`config.mk`:
```
export PLATFORM = sky130hd
export DESIGN_NAME = instr_feeder
export DESIGN_NICKNAME = d
export VERILOG_FILES = /design/src/rtl/instr_feeder_pkg.sv /design/src/rtl/instr_feeder_mem.sv /design/src/rtl/instr_feeder.sv
export SDC_FILE = /design/constraint.sdc
export NUM_CORES = 1
export LEC_CHECK = 0
export CORE_ASPECT_RATIO = 0.75
export CORE_UTILIZATION = 50
export CTS_CLUSTER_SIZE = 30
export DETAILED_ROUTE_END_ITERATION = 10
export GPL_ROUTABILITY_DRIVEN = 0
export GPL_TIMING_DRIVEN = 0
export MAX_ROUTING_LAYER = met4
export PLACE_DENSITY = 0.74
export REMOVE_ABC_BUFFERS = 1
export SETUP_SLACK_MARGIN = 0.5
export SYNTH_ARGS = -nofsm -noshare
export SYNTH_HDL_FRONTEND = slang
export SYNTH_SLANG_ARGS = --single-unit
```
`constraint.sdc`:
```
create_clock -name clk -period 3.7 [get_ports clk]
set_input_delay 0.74 -clock clk [delete_from_list [all_inputs] [get_ports clk]]
set_output_delay 0.74 -clock clk [all_outputs]
set_load 0.02 [all_outputs]
```
`src/rtl/instr_feeder_pkg.sv`:
```
// Shared types and default sizes for the instruction feeder.
package instr_feeder_pkg;

  localparam int PC_W_DEF    = 3;
  localparam int INSTR_W_DEF = 32;
  localparam int DEPTH_DEF   = 8;

  localparam logic [31:0] NOP_WORD = 32'h0;

  typedef enum logic [1:0] {
    IDLE,
    FETCH,
    ISSUE,
    DONE
  } state_t;

endpackage

```
`src/rtl/instr_feeder_mem.sv`:
```
// Instruction buffer: synchronous write, registered read, new data wins on an address collision.
module instr_feeder_mem
  import instr_feeder_pkg::*;
#(
  parameter int DEPTH   = DEPTH_DEF,
  parameter int PC_W    = PC_W_DEF,
  parameter int INSTR_W = INSTR_W_DEF
) (
  input  logic               clk,
  input  logic               wr_en,
  input  logic [PC_W-1:0]    wr_addr,
  input  logic [INSTR_W-1:0] wr_data,
  input  logic [PC_W-1:0]    rd_addr,
  output logic [INSTR_W-1:0] rd_data
);

  logic [INSTR_W-1:0] slots [DEPTH];

  always_ff @(posedge clk) begin
    if (wr_en) slots[wr_addr] <= wr_data;
    if (wr_en && (wr_addr == rd_addr)) rd_data <= wr_data;
    else                               rd_data <= slots[rd_addr];
  end

endmodule

```
`src/rtl/instr_feeder.sv`:
```
// Issues buffered instructions start_pc..max_pc over a valid/ack handshake.
// Define INSTR_FEEDER_SKIP_NOP_EN to skip all-zero slots instead of issuing them.
module instr_feeder
  import instr_feeder_pkg::*;
#(
  parameter int DEPTH   = DEPTH_DEF,
  parameter int PC_W    = PC_W_DEF,
  parameter int INSTR_W = INSTR_W_DEF
) (
  input  logic               clk,
  input  logic               rst,
  input  logic               load_en,
  input  logic [PC_W-1:0]    load_addr,
  input  logic [INSTR_W-1:0] load_data,
  input  logic               start,
  input  logic [PC_W-1:0]    start_pc,
  input  logic [PC_W-1:0]    max_pc,
  output logic [INSTR_W-1:0] instr,
  output logic [PC_W-1:0]    instr_pc,
  output logic               instr_valid,
  input  logic               instr_ack,
  output logic               busy,
  output logic               done,
  output logic [PC_W:0]      issued_count
);

  state_t             state;
  logic [PC_W-1:0]    pc;
  logic [PC_W-1:0]    last;
  logic [PC_W-1:0]    pc_next;
  logic [PC_W-1:0]    rd_addr;
  logic [INSTR_W-1:0] rd_data;
  logic               wr_en;
  logic               nop_slot;

  assign wr_en   = load_en && (state == IDLE);
  assign pc_next = pc + PC_W'(1);
  assign busy    = (state != IDLE);

`ifdef INSTR_FEEDER_SKIP_NOP_EN
  assign nop_slot = (rd_data == INSTR_W'(NOP_WORD));
`else
  assign nop_slot = 1'b0;
`endif

  // The read is registered, so the address of the slot FETCH will need is
  // presented one cycle ahead, from whatever transition leads into FETCH.
  always_comb begin
    rd_addr = pc;
    case (state)
      IDLE:    if (start) rd_addr = start_pc;
      FETCH:   if (nop_slot && (pc != last)) rd_addr = pc_next;
      ISSUE:   if (instr_ack && (pc != last)) rd_addr = pc_next;
      default: rd_addr = pc;
    endcase
  end

  instr_feeder_mem #(
    .DEPTH  (DEPTH),
    .PC_W   (PC_W),
    .INSTR_W(INSTR_W)
  ) u_mem (
    .clk    (clk),
    .wr_en  (wr_en),
    .wr_addr(load_addr),
    .wr_data(load_data),
    .rd_addr(rd_addr),
    .rd_data(rd_data)
  );

  always_ff @(posedge clk) begin
    if (rst) begin
      state        <= IDLE;
      pc           <= '0;
      last         <= '0;
      instr        <= '0;
      instr_pc     <= '0;
      instr_valid  <= 1'b0;
      done         <= 1'b0;
      issued_count <= '0;
    end else begin
      done <= 1'b0;
      case (state)
        IDLE: begin
          if (start) begin
            pc           <= start_pc;
            last         <= max_pc;
            issued_count <= '0;
            if (start_pc > max_pc) begin
              state <= DONE;
              done  <= 1'b1;
            end else begin
              state <= FETCH;
            end
          end
        end
        FETCH: begin
          if (nop_slot) begin
            if (pc == last) begin
              state <= DONE;
              done  <= 1'b1;
            end else begin
              pc <= pc_next;
            end
          end else begin
            instr       <= rd_data;
            instr_pc    <= pc;
            instr_valid <= 1'b1;
            state       <= ISSUE;
          end
        end
        ISSUE: begin
          if (instr_ack) begin
            instr_valid  <= 1'b0;
            issued_count <= issued_count + (PC_W+1)'(1);
            if (pc == last) begin
              state <= DONE;
              done  <= 1'b1;
            end else begin
              pc    <= pc_next;
              state <= FETCH;
            end
          end
        end
        DONE: state <= IDLE;
        default: state <= IDLE;
      endcase
    end
  end

endmodule

```
==> flow_summary_export.csv, run 1 <==
group,metric,value,unit
placement,dpl_cell_area,13000,sq um
clocking,cts_max_level,1,
synthesis,synth-xor-area-share,0.381,%
power_and_ir_drop,netSwitchingPower,0.00184,W
global_route,antenna_found_initial,2,
power_and_ir_drop,pwr-share-comb,13.6,%
synthesis,synth_simple_gate_area_share,4.93,%
critical_path,r2r-start,"state[0]",
synthesis,syn_inst,608,
floorplanning,start_util,51.6,%
clocking,postCtsSetupBuffers,0,
synthesis,synth_cell_types,41,
layout,nNetsFinal,763,
clocking,cts.path.max_buffers,3,
clocking,ctsHoldBuffers,0,
route,routed_wl,23600,microns
critical_path,worst_setup_path_end_kind,"output pin",
power_and_ir_drop,finalPower,0.00808,W
timing,finalCritPeriodShare,76.9,%
timing,period_needed,2.84,ns
route,drc,0,
synthesis,synthAdderAreaFrac,0.544,%
critical_path,setup.worst_path.class,"flop to output pin",
global_route,grt_max_degree,59,
route,antenna_left,0,
global_route,grt_pass1_wl,35700,microns
route,via_per_inst,5.82,
outcome,status,"finished clean",
floorplanning,die_w,177,microns
job,drv_cap,0,
placement,place_inst,976,
floorplanning,ios,88,
floorplanning,die_area,23600,sq um
timing,fmax,352,MHz
power_and_ir_drop,seq_power_share,49.9,%
clocking,cts_tree,"built",
placement,preCtsSetupSlack,0.644,ns
clocking,cts_inserted_buffers,28,
timing,rsz0062_at_grt,"no",
synthesis,post-synth-top-area-cell,"edfxtp_1",
synthesis,synthMuxAreaShare,13.0,%
power_and_ir_drop,power_leakage,4.48,nW
timing,whs,0.470,ns
synthesis,synth_ff_type,"edfxtp_1",
synthesis,ys_ff_latch,308,
timing,max-slew-margin-rel,36.7,%
power_and_ir_drop,power.internal,0.00623,W
timing,skew,0.0105,ns
critical_path,cp_max_fo,13,
global_route,grt_usage,21.1,%
timing,hold_violations,0,
worst_hold_path,hold_path.class,"flop to flop",
placement,dp_hpwl,14100,microns
floorplanning,die_h,133,microns
clocking,path_clk_slew,0.07,ns
timing,fin_ws,0.855,ns
timing,tightest_slew,0.946,ns
layout,seqCellArea,8740,sq um
clocking,cts_sinks,308,
synthesis,ys_warn_count,0,
route,drtIter0Drc,527,
power_and_ir_drop,power_density,580,nW/um^2
synthesis,synth_top_area_share,66.9,%
power_and_ir_drop,p_clk_share,36.6,%
placement,port_buffers,87,
floorplanning,num_rows,47,
layout,final_area,13900,sq um
clocking,cts_resized,0,
critical_path,startpoint,"state[1]",
synthesis,netlist_area,11500,sq um
timing,setup_viol,0,
worst_hold_path,hp-start,"instr_pc[2]",
route,vias,5999,
power_and_ir_drop,switching_share,22.8,%
synthesis,synth_edf_count,256,
power_and_ir_drop,peakVddDrop,0.335,mV
clocking,cts_root_buffer,"clkbuf_16",
synthesis,seq_area_frac_synth,75.9,%
synthesis,synth-compound-area-share,3.28,%
route,routedWlPerCell,22.9,microns
timing,slew_viol_final,0,
critical_path,required,2.96,ns
synthesis,yosys-top-cells-area,"edfxtp_1, mux4_2, dfxtp_1",
floorplanning,core_area,22300,sq um
global_route,grt_pass1_vias,6080,
synthesis,async_flop_share,0,%
synthesis,avgSynthCellArea,18.9,sq um
synthesis,synth_common_cells,"edfxtp_1, mux4_2, dfxtp_1",
layout,num-fill-cells,1558,
layout,drive_above_1_share,20.2,%
layout,areaGrowthSynthToFinish,21.2,%
global_route,gr-total-overflow,0,
route,drt-pass1-iter-count,5,
critical_path,arrival,2.10,ns
clocking,clock_latency,0.54,ns
layout,multi_input_area,2610,sq um
critical_path,start_kind,"flop",
synthesis,synth_top_family_by_area,"multiplexers",
layout,final_cells,1030,
synthesis,synth_most_common_cell,"edfxtp_1",
## worst paths after layout
kind | to | slack [ns] | depth (start not counted)
min reg2reg | instr_pc[2] | 0.47 | 2
max reg2reg | instr[20] | 0.94 | 5
min | instr_pc[2] | 0.47 | 2
max | busy | 0.86 | 3
## power by group through the flow
stage | logic, W | registers (W) | clock network, W
final | 0.00109 | 0.00403 | 0.00295
after floorplan | 0.000598 | 0.00420 | 0
after CTS | 0.00111 | 0.00403 | 0.00301
after global routing | 0.00117 | 0.00405 | 0.00315
after detailed placement | 0.00110 | 0.00410 | 0
after global placement | 0.000985 | 0.00421 | 0
## sequential cells by signal (all words and copies together), names as in the netlist, named ones only
name and count:
pc 3, issued_count 4, instr 32, state 2, last 3, instr_valid 1, u_mem.slots 256, instr_pc 3
done 1
## routing by layer
layer	global-route usage [%]	wire length, microns
met5	-	0
met1	29.0	9850
met3	3.82	1800
met2	33.7	11600
met4	3.69	337
## through the flow
step           setup TNS (ns)  util (%)
2_1_floorplan          -0.645         -
3_3_place_gp          -454.89      56.3
3_5_place_dp                0      58.1
4_1_cts                     0      62.5
5_1_grt                     0      62.5
6_report                    0      62.5
## critical path: stages, from the launching register on
cell             delay, ns
dfxtp_1               0.69
nor2_1                0.16
inv_1                 0.12
clkdlybuf4s50_1       0.60
## layout by cell type (no fill, tap or decap), types with 3 or more instances in the layout
master and instances:
o22ai_1 34, clkdlybuf4s50_1 86, nor2_1 44, dfxtp_1 50, nand3_1 4, nand2b_1 5
buf_16 4, nand2_1 13, mux2i_1 4, clkbuf_16 28, inv_1 8, a21oi_1 8
edfxtp_1 256, buf_6 7, a31oi_1 3, mux4_2 64, clkinv_2 6, nor2_4 6
buf_12 7, nor3_1 35, xnor2_1 3, bufinv_16 3, ha_1 5, clkbuf_8 8
o21ai_0 4, clkbuf_1 5
## cells by family (layout without fill, tap and decap cells)
| logic type | Yosys count | in the layout |
|---|---|---|
| flip-flops | 308 | 308 |
| AND/OR/NAND/NOR | 121 | 121 |
| multiplexers | 69 | 69 |
| AO/OA/AOI/OAI | 59 | 59 |
| buffers and inverters | 41 | 167 |
| adder cells (fa/ha/maj) | 5 | 5 |
| XOR/XNOR | 5 | 5 |
| other | 0 | 2 |
## layout make-up
| cell class | count | area share (%) |
|---|---|---|
| inverters | 9 | 0.242 |
| well taps | 294 | 2.64 |
| flip-flops and latches | 308 | 62.7 |
| repair buffers | 106 | 8.68 |
| clock buffers | 41 | 5.95 |
| multi-input cells | 259 | 18.7 |
| clock inverters | 11 | 1.01 |
| diodes | 2 | 0.0359 |
Note: power is estimated with default switching activity, not from simulation.
==> run 2: changes to the inputs <==
==> constraint.sdc (replaced) <==
create_clock -name clk -period 2.55 [get_ports clk]
set_input_delay 0.51 -clock clk [delete_from_list [all_inputs] [get_ports clk]]
set_output_delay 0.51 -clock clk [all_outputs]
set_load 0.02 [all_outputs]
==> flow_summary_export.csv, run 2 (synthesized netlist as in run 1, its figures left out) <==
group,metric,value,unit
outcome,status,"finished clean",
worst_hold_path,hold_end,"instr_pc[2]",
clocking,path_clk_slew,0.07,ns
clocking,cts.path.max_buffers,3,
clocking,cts_max_level,1,
critical_path,r2r_end,"instr[4]",
floorplanning,die_w,177,microns
clocking,cts_inserted_buffers,28,
floorplanning,die_area,23600,sq um
critical_path,r2r_setup_slack,0.57,ns
floorplanning,num_rows,47,
floorplanning,ios,88,
power_and_ir_drop,peakVddDrop,0.484,mV
worst_hold_path,hold_path.class,"flop to flop",
critical_path,cp_slowest_cell,"clkdlybuf4s50_1",
critical_path,cp_max_fo,2,
critical_path,cpPeakStageDelay,0.61,ns
layout,largest_register_ffs,256,
clocking,cts_root_buffer,"clkbuf_16",
layout,layout_commonest_cell,"edfxtp_1",
placement,port_buffers,87,
critical_path,r2r_cells,6,
route,antenna_left,0,
timing,skew,0.0105,ns
layout,final_cells,1043,
timing,finalCritPeriodShare,78.8,%
critical_path,r2r-start,"state[0]",
timing,hold_violations,0,
global_route,grt_usage,21.3,%
floorplanning,die_h,133,microns
layout,largest-register,"u_mem.slots",
layout,mostFrequentLayoutCells,"edfxtp_1, clkdlybuf4s50_1, mux4_2",
placement,dpl_cell_area,13000,sq um
timing,max-slew-margin-rel,63.4,%
route,via_per_inst,5.82,
critical_path,path_buf_inv,1,
clocking,cts_tree,"built",
critical_path,setup.worst_path.class,"flop to output pin",
timing,fin_ws,0.541,ns
route,drt-pass1-iter-count,5,
clocking,ctsHoldBuffers,0,
critical_path,worst_setup_path_end_kind,"output pin",
placement,preCtsSetupSlack,-0.276,ns
power_and_ir_drop,finalPower,0.0118,W
clocking,clock_latency,0.54,ns
global_route,gr-total-overflow,0,
global_route,grt_pass1_wl,36000,microns
timing,rsz0062_at_grt,"yes",
layout,final_area,14100,sq um
critical_path,arrival,1.50,ns
global_route,grt_max_degree,59,
global_route,grt_pass1_vias,6114,
job,drv_cap,0,
layout,nNetsFinal,776,
timing,period_needed,2.01,ns
route,vias,6068,
layout,final_core_util,63.2,%
critical_path,cp_top_family,"buffers and inverters",
global_route,antenna_found_initial,2,
placement,place_inst,976,
worst_hold_path,hp-start,"instr_pc[2]",
route,routed_wl,24000,microns
timing,tightest_slew,0.548,ns
layout,reg_top3,"u_mem.slots x256, instr x32, issued_count x4",
layout,drive_above_1_share,22.1,%
floorplanning,core_area,22300,sq um
route,routedWlPerCell,23.0,microns
clocking,cts_sinks,308,
timing,slew_viol_final,0,
critical_path,crit_chain,"clkdlybuf4s50_1",
floorplanning,start_util,51.6,%
route,drc,0,
timing,setup_viol,0,
worst_hold_path,min_path_cells,2,
route,drtIter0Drc,652,
layout,areaGrowthSynthToFinish,22.5,%
placement,dp_hpwl,14100,microns
power_and_ir_drop,power_leakage,4.68,nW
power_and_ir_drop,power_density,838,nW/um^2
timing,fmax,498,MHz
critical_path,required,2.04,ns
critical_path,start_kind,"flop",
## run 2: area by class of cell
| cell class | count | area [sq um] |
|---|---|---|
| antenna | 2 | 5.00 |
| clock buffer | 41 | 830 |
| clock inverter | 11 | 140 |
| fill | 1546 | 8200 |
| inverter | 9 | 33.8 |
| multi-input combinational | 259 | 2640 |
| sequential | 308 | 8740 |
| tap | 294 | 368 |
| timing repair buffer | 119 | 1320 |
## run 2: report_power, final
part           switching (W)  internal, W  total, W
sequential          0.000116      0.00564   0.00576
clock                0.00174      0.00256   0.00429
combinational       0.000855     0.000888   0.00174
total                0.00271      0.00909    0.0118
## run 2: per-layer routing
layer	routed length (microns)	GRT usage (%)	up-vias	part of all wire [%]
li1	-	-	2695	-
met1	9990	29.3	3088	42
met2	11800	33.9	249	49
met3	1900	3.82	36	7.9
met4	352	3.93	0	1.5
met5	0	-	-	0
## run 2: through the flow
| step | hold WS (ns) | setup TNS [ns] |
|---|---|---|
| 6_report | 0.469 | 0 |
| 2_1_floorplan | 0.471 | -94.89 |
| 5_1_grt | 0.488 | 0 |
| 3_5_place_dp | 0.467 | -9.57 |
| 4_1_cts | 0.476 | 0 |
| 3_3_place_gp | 0.447 | -735.68 |
## run 2: timing repair
action                                  CTS  global route
gates resized for setup                  16             6
gates cloned                              0             0
pin swaps                                 2             0
endpoints found under the setup margin  229            39
buffers inserted                          7             6
## run 2: how the worst max path moves through the flow
stage,from,endpoint,depth (start not counted)
6_report,instr[19],instr[19],1
5_1_grt,state[0],instr[4],6
4_1_cts,instr[17],instr[17],1
3_5_place_dp,load_addr[0],u_mem.slots[0][27],7
3_3_place_gp,state[0],instr[4],4
2_1_floorplan,flop,instr[4],3
==> run 3: changes to the inputs <==
--- a/config.mk
+++ b/config.mk
@@ -12,7 +12,7 @@
 export GPL_ROUTABILITY_DRIVEN = 0
 export GPL_TIMING_DRIVEN = 0
 export MAX_ROUTING_LAYER = met4
-export PLACE_DENSITY = 0.74
+export PLACE_DENSITY = 0.71
 export REMOVE_ABC_BUFFERS = 1
 export SETUP_SLACK_MARGIN = 0.5
 export SYNTH_ARGS = -nofsm -noshare
==> constraint.sdc (replaced) <==
create_clock -name clk -period 1.85 [get_ports clk]
set_input_delay 0.37 -clock clk [delete_from_list [all_inputs] [get_ports clk]]
set_output_delay 0.37 -clock clk [all_outputs]
set_load 0.02 [all_outputs]
==> flow_summary_export.csv, run 3 (synthesized netlist as in run 1, its figures left out) <==
group,metric,value,unit
layout,largest_register_ffs,256,
critical_path,required,2.14,ns
job,drv_cap,0,
clocking,clock_latency,0.56,ns
global_route,grt_max_degree,35,
worst_hold_path,min_path_cells,3,
floorplanning,start_util,51.6,%
layout,largest-register,"u_mem.slots",
clocking,cts_root_buffer,"clkbuf_16",
global_route,use_met2,41.1,%
critical_path,r2r_end,"u_mem.slots[1][22]",
layout,seqCellArea,8810,sq um
layout,nNetsFinal,880,
placement,dp_hpwl,14000,microns
floorplanning,die_h,133,microns
global_route,gr-total-overflow,0,
timing,fin_ws,0.0336,ns
placement,preCtsSetupSlack,-1.10,ns
worst_hold_path,hp-start,"max_pc[1]",
critical_path,worst_setup_path_end_kind,"flop",
layout,drive_above_1_share,47.5,%
global_route,grt_pass1_wl,42600,microns
timing,finalCritPeriodShare,98.2,%
layout,multi_input_area,3080,sq um
floorplanning,die_area,23600,sq um
critical_path,r2r-start,"state[1]",
timing,fmax,551,MHz
power_and_ir_drop,power_leakage,5.54,nW
layout,reg_top3,"u_mem.slots x256, instr x32, issued_count x4",
layout,final_cells,1147,
floorplanning,num_rows,47,
timing,slew_viol_final,0,
timing,setup_viol,0,
global_route,use_met3,3.85,%
route,antenna_left,0,
route,drc,0,
route,drt-pass1-iter-count,5,
timing,hold_violations,0,
floorplanning,ios,88,
critical_path,start_kind,"flop",
placement,port_buffers,87,
timing,period_needed,1.82,ns
global_route,antenna_found_initial,0,
clocking,cts_max_level,1,
worst_hold_path,hold_end,"last[1]",
global_route,use_met1,35.4,%
critical_path,r2r_setup_slack,0.03,ns
layout,num-fill-cells,1241,
floorplanning,die_w,177,microns
layout,areaGrowthSynthToFinish,41.0,%
critical_path,setup.worst_path.class,"flop to flop",
placement,place_inst,976,
timing,tightest_slew,0.515,ns
route,routedWlPerCell,28.5,microns
route,drtIter0Drc,664,
timing,skew,0.00938,ns
global_route,grt_pass1_vias,6702,
critical_path,cp_max_fo,4,
power_and_ir_drop,power_density,1100,nW/um^2
clocking,path_clk_slew,0.07,ns
global_route,grt_usage,25.8,%
layout,layout_commonest_cell,"edfxtp_1",
timing,rsz0062_at_grt,"yes",
route,routed_wl,32700,microns
layout,mostFrequentLayoutCells,"edfxtp_1, buf_6, mux4_2",
clocking,cts.path.max_buffers,3,
clocking,cts_tree,"built",
layout,diodes,0,
clocking,cts_sinks,308,
layout,final_core_util,72.7,%
clocking,cts_inserted_buffers,30,
timing,max-slew-margin-rel,65.7,%
timing,whs,0.132,ns
critical_path,arrival,2.10,ns
worst_hold_path,hold_path.class,"input port to flop",
outcome,status,"finished clean",
route,via_per_inst,6.21,
route,vias,7118,
floorplanning,core_area,22300,sq um
global_route,grt_most_used_layer,"met2",
critical_path,r2r_cells,9,
clocking,ctsHoldBuffers,0,
power_and_ir_drop,peakVddDrop,0.686,mV
run 3: cell count changes in the layout (fill, tap and decap cells not counted), moves of 21 or more:
cell / previous run / this run
buf_6: 7 / 73
dfxtp_1: 48 / 2
dfxtp_2: 0 / 41
clkdlybuf4s50_1: 74 / 41
o22ai_1: 34 / 2
o22ai_2: 0 / 31
buf_4: 12 / 39
buf_12: 8 / 29
run 3: metal layers:
layer | vias up | wire length [microns] | part of all wire, %
li1 | 2917 | - | -
met1 | 3676 | 12700 | 39
met2 | 441 | 16300 | 50
met3 | 84 | 2730 | 8.4
met4 | 0 | 971 | 3.0
met5 | - | 0 | 0
run 3: cell type report:
cell class                 instances  area share (%)
sequential                       308            54.4
multi-input combinational        260            19.0
timing repair buffer             220            18.2
clock buffer                      47            5.40
tap                              294            2.27
clock inverter                     9           0.486
inverter                           9           0.208
run 3: stage by stage:
stage | power [W] | cell area, sq um | TNS, ns
floorplan | 0.00959 | 11300 | -297.08
global placement | 0.0103 | 12500 | -889.19
detailed placement | 0.0104 | 12900 | -141.22
CTS | 0.0172 | 15100 | 0
global route | 0.0183 | 16200 | 0
finish | 0.0179 | 16200 | 0
run 3: worst max-delay path by stage:
| stage | cells after the start | start | slack (ns) | endpoint |
|---|---|---|---|---|
| after floorplan | 3 | flop | -1.88 | instr[4] |
| after global placement | 4 | state[0] | -4.73 | instr[13] |
| after detailed placement | 7 | load_addr[0] | -1.10 | u_mem.slots[0][5] |
| after CTS | 8 | state[0] | 0.13 | u_mem.slots[0][5] |
| after global routing | 9 | state[1] | 0.0004 | u_mem.slots[1][22] |
| final | 9 | state[1] | 0.03 | u_mem.slots[1][22] |
run 3: power by group:
| part | leakage (nW) | internal, W | total [W] | switching, W |
|---|---|---|---|---|
| clock network | 0.461 | 0.00338 | 0.00596 | 0.00259 |
| logic | 2.31 | 0.00212 | 0.00387 | 0.00175 |
| registers | 2.77 | 0.00781 | 0.00803 | 0.000219 |
run 3: timing repair:
action                     4_1_cts  5_1_grt
setup endpoints to repair      349      349
gates resized for setup        123      332
setup buffers                   50       38
pin swaps                       40       31
cloned                          15       12
run 3: worst max-delay path, cell delays in order, from the launching register on:
cell     delay (ns)
dfxtp_4        0.36
nor2_4         0.15
buf_6          0.13
nand3_4        0.10
nor3_4         0.21
buf_6          0.14
buf_8          0.09
buf_12         0.11
buf_12         0.11
buf_4          0.12
==> variant, RTL diff (settings of run 1) <==
Make the reset (`rst`) asynchronous in one clocked block.
--- a/src/rtl/instr_feeder.sv
+++ b/src/rtl/instr_feeder.sv
@@ -69,5 +69,5 @@
   );
 
-  always_ff @(posedge clk) begin
+  always_ff @(posedge clk or posedge rst) begin
     if (rst) begin
       state        <= IDLE;
Function: differs if rst is asserted again (counterexample within 4 cycles, from zero or initial values and one cycle with rst high); with rst held inactive, the same outputs for 4 cycles.
==> variant against run 1 <==
- the flow now finishes with violations (DRC)
- via count down 4.5%
- area after synthesis rose by 3.0%
- cell area grew 1.4%
- critical path depth is 4 higher
- setup slack worse by 0.10 ns
- maximum frequency shrank 3.5%
- non-clock buffer count shrank 3
- routed wire length fell by 4.1%
- sequential cell count unchanged
- critical path type is now flip-flop to flip-flop
Power is not compared: it rests on default switching activity, and its combinational part moved more than twofold at a synthesized area within 25%.
==> variant: results (changes against run 1) <==
[place]
placed_area_sq_um=13210  ; +2.0%
placedCellCount=965  ; -1.1%
pre_cts_slack_ns=0.3690  ; -0.2750 ns
dp_hpwl_mm=13.65  ; -3.0%

[global_routing]
grt_start_max_net_pins=71  ; +20%
grt_pass1_vias=6032  ; -0.79%
grt_pass1_wl_mm=34.97  ; -2.1%
use_met2=0.3279  ; -0.009093

[yosys]
async_reset_ff_frac=0.1591  ; +0.1591
ys_top_cells_by_count=256 x edfxtp_1, 60 x mux4_2, 49 x dfrtp_1, 48 x nand2_1, 35 x o21ai_1
synth_cell_types=40  ; -2.4%
synthMuxAreaShare=0.1528  ; +0.02297
synth-xor-area-share=0.004121  ; +0.0003124
synth_area_leaders=edfxtp_1 65%, mux4_2 11%, dfrtp_1 10%, mux2i_1 2.8%, nand2_1 1.5%
synth_area_per_cell_sq_um=20.10  ; +6.3%
synth_compound_area_frac=0.02990  ; -0.002850

[routing]
drt-met1-wl_mm=9.734  ; -1.1%
firstDrtPassIters=8  ; +3
drc=6  ; +6
finalWirelength_mm=22.58  ; -4.1%
met2_length_mm=11.35  ; -1.9%
via_per_inst=5.624  ; -3.4%
dr_wl_met3_mm=1.172  ; -35%

[cells_and_area]
layout-drive-gt1-share=0.1883  ; -0.01335
layout.nets=746  ; -2.2%

[sta]
tightestPinTransition_ns=0.8989  ; -0.04731 ns
fin_crit_ns=2.946  ; +0.1016 ns

[setup_path]
cp_max_fo=12  ; -1
arrival_ns=3.18  ; +1.08 ns
critPathCapture=u_mem.slots[1][27]$_DFFE_PP_
startpoint=state[1]$_DFFE_PP0P_

[min_path]
holdPathEnd=instr_valid$_DFFE_PP0P_

[status]
violations=DRC
status=finished, violations left

## variant: final cells by class
type | count | area, sq um
antenna | 2 | 5.005
inverter | 11 | 41.29
clock buffer | 45 | 845.8
fill | 1623 | 8996
tap | 300 | 375.4
timing repair buffer | 103 | 1136
multi-input combinational | 243 | 2675
clock inverter | 7 | 62.56
sequential | 308 | 8985
## variant: logic make-up (layout without fill, tap and decap cells)
kind of cell,count (synthesis),after routing
xor+xnor,3,3
fa+ha+maj,5,5
compound gates,58,58
flops,308,308
other cells,0,2
mux,99,99
buf+inv,38,166
simple gates,78,78
## variant: report_power, final
group | switching (mW) | internal, mW | total, mW
combinational | 1.24 | 1.46 | 2.70
clock | 1.19 | 1.63 | 2.82
sequential | 0.574 | 4.15 | 4.73
## variant: worst max-delay path, stage by stage, from the launching register on
cell and delay [ns]:
dfrtp_1 0.51, nor2_1 0.32, nand3_1 0.36, nor3_2 0.69, buf_6 0.24, buf_6 0.17, buf_6 0.18, buf_6 0.17
